**src/rtl/program_loader.sv**
```systemverilog
// Streams ASCII program text into program memory as 3-bit opcodes, then releases the core.
// Define BRACKET_CHECK_EN to add bracket-nesting validation (error codes 2 and 3).
module program_loader #(
  parameter int ADDR_WIDTH  = 16,
  parameter int DEPTH_WIDTH = 8
) (
  input  logic                  clock,
  input  logic                  reset_n,
  input  logic                  in_valid,
  output logic                  in_ready,
  input  logic [7:0]            in_data,
  input  logic                  in_last,
  output logic                  pmem_we,
  output logic [ADDR_WIDTH-1:0] pmem_addr,
  output logic [2:0]            pmem_data_write,
  output logic [ADDR_WIDTH-1:0] prog_len,
  output logic                  run,
  output logic                  error,
  output logic [1:0]            error_code
);

  // state | meaning
  // LOAD  | accepting source characters, writing opcodes
  // DONE  | program complete, core released via run
  // ERROR | load aborted, error_code holds the cause
  typedef enum logic [1:0] {
    LOAD  = 2'd0,
    DONE  = 2'd1,
    ERROR = 2'd2
  } state_t;

  localparam logic [1:0] ERR_NONE     = 2'd0;
  localparam logic [1:0] ERR_OVERFLOW = 2'd1;
  localparam logic [ADDR_WIDTH-1:0] CAPACITY = {ADDR_WIDTH{1'b1}};

  if (ADDR_WIDTH < 1 || DEPTH_WIDTH < 1) begin : g_param_check
    $error("program_loader: ADDR_WIDTH and DEPTH_WIDTH must be at least 1");
  end

  state_t                  state_q, state_d;
  logic                    we_q, we_d;
  logic [ADDR_WIDTH-1:0]   addr_q, addr_d;
  logic [2:0]              data_q, data_d;
  logic [ADDR_WIDTH-1:0]   len_q, len_d;
  logic [1:0]              code_q, code_d;
  logic                    accept;
  logic                    known;
  logic [2:0]              opcode;

`ifdef BRACKET_CHECK_EN
  localparam logic [1:0] ERR_UNMATCHED = 2'd2;
  localparam logic [1:0] ERR_NESTING   = 2'd3;
  localparam logic [2:0] OP_OPEN       = 3'd4;
  localparam logic [2:0] OP_CLOSE      = 3'd5;
  localparam logic [DEPTH_WIDTH-1:0] DEPTH_MAX = {DEPTH_WIDTH{1'b1}};

  logic [DEPTH_WIDTH-1:0]  depth_q, depth_d, depth_next;
  logic                    is_open, is_close;

  assign is_open  = known && (opcode == OP_OPEN);
  assign is_close = known && (opcode == OP_CLOSE);

  always_comb begin
    depth_next = depth_q;
    if (is_open)
      depth_next = depth_q + 1'b1;
    else if (is_close)
      depth_next = depth_q - 1'b1;
  end
`endif

  assign accept = in_valid && in_ready;

  always_comb begin
    known  = 1'b1;
    opcode = 3'd0;
    case (in_data)
      8'h2B:   opcode = 3'd0;
      8'h2D:   opcode = 3'd1;
      8'h3E:   opcode = 3'd2;
      8'h3C:   opcode = 3'd3;
      8'h5B:   opcode = 3'd4;
      8'h5D:   opcode = 3'd5;
      8'h2E:   opcode = 3'd6;
      8'h2C:   opcode = 3'd7;
      default: known  = 1'b0;
    endcase
  end

  // Errors are checked before any write so the offending character never lands in memory.
  always_comb begin
    state_d = state_q;
    we_d    = 1'b0;
    addr_d  = addr_q;
    data_d  = data_q;
    len_d   = len_q;
    code_d  = code_q;
`ifdef BRACKET_CHECK_EN
    depth_d = depth_q;
`endif
    unique case (state_q)
      LOAD: begin
        if (accept) begin
          if (known && (len_q == CAPACITY)) begin
            state_d = ERROR;
            code_d  = ERR_OVERFLOW;
          end
`ifdef BRACKET_CHECK_EN
          else if (is_close && (depth_q == '0)) begin
            state_d = ERROR;
            code_d  = ERR_UNMATCHED;
          end
          else if (is_open && (depth_q == DEPTH_MAX)) begin
            state_d = ERROR;
            code_d  = ERR_NESTING;
          end
          else if (in_last && (depth_next != '0)) begin
            state_d = ERROR;
            code_d  = ERR_NESTING;
          end
`endif
          else begin
            if (known) begin
              we_d   = 1'b1;
              addr_d = len_q;
              data_d = opcode;
              len_d  = len_q + 1'b1;
`ifdef BRACKET_CHECK_EN
              depth_d = depth_next;
`endif
            end
            if (in_last)
              state_d = DONE;
          end
        end
      end
      DONE:    state_d = DONE;
      ERROR:   state_d = ERROR;
      default: state_d = LOAD;
    endcase
  end

  always_ff @(posedge clock) begin
    if (!reset_n) begin
      state_q <= LOAD;
      we_q    <= 1'b0;
      addr_q  <= '0;
      data_q  <= 3'd0;
      len_q   <= '0;
      code_q  <= ERR_NONE;
`ifdef BRACKET_CHECK_EN
      depth_q <= '0;
`endif
    end else begin
      state_q <= state_d;
      we_q    <= we_d;
      addr_q  <= addr_d;
      data_q  <= data_d;
      len_q   <= len_d;
      code_q  <= code_d;
`ifdef BRACKET_CHECK_EN
      depth_q <= depth_d;
`endif
    end
  end

  // Gating with reset_n drops a write that was registered just before reset asserted.
  assign pmem_we         = we_q && reset_n;
  assign pmem_addr       = addr_q;
  assign pmem_data_write = data_q;
  assign prog_len        = len_q;
  assign in_ready        = (state_q == LOAD);
  assign run             = (state_q == DONE);
  assign error           = (state_q == ERROR);
  assign error_code      = code_q;

endmodule
```
**config.mk**
```make
export PLATFORM = sky130hd
export DESIGN_NAME = program_loader
export DESIGN_NICKNAME = d
export VERILOG_FILES = /design/src/rtl/program_loader.sv
export SDC_FILE = /design/constraint.sdc
export NUM_CORES = 1
export LEC_CHECK = 0
export BUFFER_PORTS_ARGS = -buffer_cell sky130_fd_sc_hd__buf_2
export CORE_MARGIN = 3
export CORE_UTILIZATION = 44
export CTS_CLUSTER_DIAMETER = 100
export CTS_CLUSTER_SIZE = 24
export DETAILED_ROUTE_END_ITERATION = 10
export GPL_ROUTABILITY_DRIVEN = 0
export PLACE_DENSITY = 0.67
export SLEW_MARGIN = 10
export SYNTH_ARGS = -nofsm -noshare
export SYNTH_HDL_FRONTEND = slang
export SYNTH_SLANG_ARGS = --single-unit
```
**constraint.sdc**
```tcl
create_clock -name clock -period 4.6 [get_ports clock]
set_input_delay 0.46 -clock clock [delete_from_list [all_inputs] [get_ports clock]]
set_output_delay 0.46 -clock clock [all_outputs]
set_load 0.1 [all_outputs]
```
# Yosys cells after proc, flatten, opt, wreduce, memory -nomap -nowiden
# Cells that the tools add are included.
[op_classes]
n_addsub = 1
eq_ne = 13
muxes = 7
n_bitwise = 4
reduce_logical = 9
[op_table]
columns = ["op", "count"]
rows = [
  ["$eq A8 B6 Y1 const B", 6],
  ["$pmux W3 S7", 1],
  ["$add A16 B1 Y16 const B", 1],
  ["$eq A16 B16 Y1 const B", 1],
  ["$eq A8 B7 Y1 const B", 2],
  ["$reduce_or A8 Y1", 1],
  ["$mux W2", 3],
  ["$pmux W2 S3", 1],
  ["$not A1 Y1", 4],
  ["$reduce_and A4 Y1", 1],
  ["$reduce_or A4 Y1", 1],
  ["$logic_and A1 B1 Y1", 3],
  ["$ne A3 B1 Y1 const B", 1],
  ["$reduce_and A3 Y1", 1],
  ["$eq A2 B1 Y1 const B", 1],
  ["$eq A2 B2 Y1 const B", 1],
  ["$logic_not A2 Y1", 1],
  ["$mux W1", 2],
  ["$ne A2 B1 Y1 const B", 1],
  ["$reduce_and A2 Y1", 1],
]
[totals]
regBits = 39
word_cells = 40

# Longest topological paths before layout
[logic_depth]
ltp_word = 7
depth_mapped = 7
mapped_depth_nobuf = 6

# Worst setup path after synthesis
# OpenSTA, ideal clock, no wires.
[synth_path]
kind = "flip-flop to flip-flop"
from = "reg len_q[0], in the netlist prog_len[0]"
to = "reg addr_q[10], in the netlist pmem_addr[10]"
setup_time_ns = 0.073
arrival_ns = 2.576
t_required_ns = 4.527
setup_slack_ns = 1.950
path_stages_with_launch = 8
synth_period_minus_slack_ns = 2.650
cell_sequence = "dfxtp_1 ha_1 nand2_1 or3_1 or2_2 buf_2 nand2_2 mux2i_1"
[synth_between]
elab_chain_len = 4
[synth_rtl]
columns = ["item", "line", "text"]
rows = [
  ["from (decl)", "44", "logic [ADDR_WIDTH-1:0] len_q, len_d;"],
  ["from (signal assigned)", "159", "len_q <= len_d;"],
  ["$eq A16 B16 Y1", "104", "if (known && (len_q == CAPACITY)) begin"],
  ["$logic_and A1 B1 Y1", "104", ""],
  ["$not A1 Y1 (no source line)", "--", ""],
  ["$reduce_and A4 Y1 (no source line)", "--", ""],
  ["to (signal assigned)", "157", "addr_q <= addr_d;"],
  ["to (decl)", "42", "logic [ADDR_WIDTH-1:0] addr_q, addr_d;"],
]
# Every way passes these cells.
# A chain may end at the register's enable or synchronous reset.

# Worst setup path after layout
[layout_path]
from = "reg len_q[0], in the netlist prog_len[0]"
to = "reg addr_q[15], in the netlist pmem_addr[15]"
# The elaborated chain is that of the path after synthesis.

==> results.ini <==
[die]
die_w_um=72.5
start_util_pct=47.0
ios=53
dieHeight_um=72.5
rows=23
die-area_um2=5260
core_area_um2=4140

[pwr]
internal_power_mw=0.468
p_leak_nw=0.951
clock_power_share_pct=37.5
combPwrFrac_pct=7.4
seqPwrFrac_pct=55.1
p_sw_share_pct=24.1
switchingPower_mw=0.148
irDropWorstVdd_mv=0.175
powerDensity_nw_per_um2=269

[clock_tree]
insertion_delay_ns=0.29
cts.sinks=39
cts.htree.levels=2
cts-buffers-inserted=5
clk_pin_slew_ns=0.07
postCtsSetupBuffers=0
cts.path.max_buffers=2
cts_tree=built
clock-root-buffer=clkbuf_8
post_cts_resized=0
hold_buffers=0

[critical_path]
slowest_stage=or3_1
path_common_cell=nor2_4
critical_path_arrival_ns=2.26
critPathRequiredTime_ns=4.78
cp-end-kind=flop
max_stage_delay_ns=0.43
path_delay_family=simple AND/OR/NAND/NOR gates
crit_buf_inv=0
worstSetupPathType=flop to flop
setup.worst_path.start_class=flop
crit_fanout=18
path_cells=ha_1, nand2_1, or3_1, nor2_4, nor2_4, o221a_2

[placement]
placedCellCount=310
port_buffers=51
hpwl_um=3040

[global_route]
antenna_found_initial=0
grt_max_degree=39
grt_pass1_vias=1627
grt_pass1_wl_um=7260
track_usage_pct=17.0
grt-ovfl-total=0

[detailed_routing]
drtPass1Iterations=4
drtIter0Drc=69
wire_per_inst_um=13.3
viasPerCell=5.53
vias=1753
totalWireLength_um=4230
remaining_drc_errors=0
ant_nets=0

[timing]
tightest_slew_ns=0.599
finalSetupViolCount=0
slew-limit-headroom_pct=60.1
fin_skew_ns=0.00620
min_period_ns=2.08
final_max_slew_viol_count=0
fmax_ghz=0.480
rsz0062_at_grt=false
timing.final.crit_share_pct=45.3
setup_tns_ns=0
worst_hold_slack_ns=0.459
hold_violations=0

[synthesis]
synth_cells=221
synth-edff-count=0
synth.distinct_cells=51
synth_nets=234
synth_flop_cell=dfxtp_1
async_flop_share_pct=0
ys_seq_elements=39
synth_area_per_cell_um2=8.81
ys_warn_count=0
ys_seq_area_share_pct=40.1
synth_area_um2=1950

[outcome]
status=complete, no violations

[finish]
final_cell_mix=51 x buf_2, 39 x dfxtp_1, 33 x nand2_1, 21 x mux2i_1
stdcell_count=317
drive_gt1_share_pct=27.3
layout_commonest_cell=buf_2
fin_nets=280
syn_to_final_growth_pct=17.5
antenna_cells=0

[worst_hold_path]
min_path_type=flop to flop

[run]
maxCapViolations=0

-- layout make-up --
type	instances	area, um2
clock buffer	6	82.6
clock inverter	1	5.00
fill	407	1860
inverter	1	3.75
multi-input combinational	169	1100
sequential	39	781
tap	50	62.6
timing repair buffer	51	255
-- power groups by stage --
stage          clock, mW  sequential, mW  combinational (mW)
2_1_floorplan          0           0.349              0.0328
3_3_place_gp           0           0.347              0.0452
3_5_place_dp           0           0.347              0.0457
6_report           0.231           0.339              0.0454
4_1_cts            0.237           0.339              0.0458
5_1_grt            0.250           0.339              0.0493
-- Yosys cell counts (2+ instances only) --
cell type | instances | area share, %
a31oi_1 | 3 | 0.96
dfxtp_1 | 39 | 40
or4_1 | 3 | 1.2
and2_1 | 2 | 0.64
o31ai_1 | 3 | 1.2
nor3_1 | 7 | 1.8
clkbuf_1 | 5 | 0.96
nor2_4 | 2 | 1.2
nand2b_1 | 7 | 2.2
or3_1 | 2 | 0.64
nor4_1 | 3 | 0.96
buf_4 | 2 | 0.77
and3_1 | 2 | 0.64
a21o_1 | 2 | 0.77
o21ai_0 | 8 | 2.1
nor3b_1 | 3 | 1.2
and3b_1 | 2 | 0.90
mux2i_1 | 21 | 11
nor2b_1 | 3 | 0.96
and4_1 | 2 | 0.90
nand2_1 | 33 | 6.4
nor2_1 | 8 | 1.5
a21oi_1 | 12 | 3.1
a31o_2 | 2 | 0.90
buf_2 | 4 | 1.0
or2_2 | 2 | 0.64
nand3_1 | 12 | 3.1
nand4_1 | 4 | 1.3
-- metrics by stage --
stage	setup slack (ns)	total power, mW	instance area, um2	util [%]
after floorplan	1.95	0.382	1950	-
after global placement	2.26	0.393	2200	53.1
after detailed placement	2.22	0.393	2200	53.1
after CTS	2.49	0.623	2290	55.2
after global routing	2.37	0.639	2290	55.2
final	2.52	0.616	2290	55.2
-- path summary, 6_finish.rpt --
kind / start / end / slack [ns] / cells past startpoint
setup / recovery: prog_len[0] / pmem_addr[15] / 2.52 / 6
hold reg to reg: pmem_addr[8] / pmem_addr[8] / 0.46 / 2
setup reg to reg: prog_len[0] / pmem_addr[15] / 2.52 / 6
hold / removal: pmem_addr[8] / pmem_addr[8] / 0.46 / 2
-- worst register-to-register path: cells and delay by family (launching register included) --
family	cells	cell delay (ns)
AO/OA/AOI/OAI	1	0.29
adder cells (fa/ha/maj)	1	0.21
flip-flops	1	0.42
AND/OR/NAND/NOR	4	1.07
-- cell families (layout without fill, tap and decap cells) --
kind of cell	count (synthesis)	after routing	share of synthesized area (%)
adders and majority gates	1	1	0.643
AOI/OAI and AO/OA	42	42	15.1
and+or+nand+nor	104	104	29.6
muxes	21	21	10.8
DFF	39	39	40.1
buffers and inverters	13	59	3.53
other	1	1	0.193
-- state kept, by name, summed over array words and instances, names as in the netlist --
signal	cells
error_code	1
pmem_addr	16
pmem_data_write	3
prog_len	16
state_q	2
we_q	1
-- layer usage --
layer | global-route usage, % | vias to the layer above | part of all wire (%)
li1 | - | 904 | -
met1 | 21.4 | 804 | 49
met2 | 28.4 | 41 | 45
met3 | 4.29 | 4 | 4.8
met4 | 5.53 | 0 | 0.69
met5 | 0 | - | 0
Note: power is estimated with default switching activity, not from simulation.
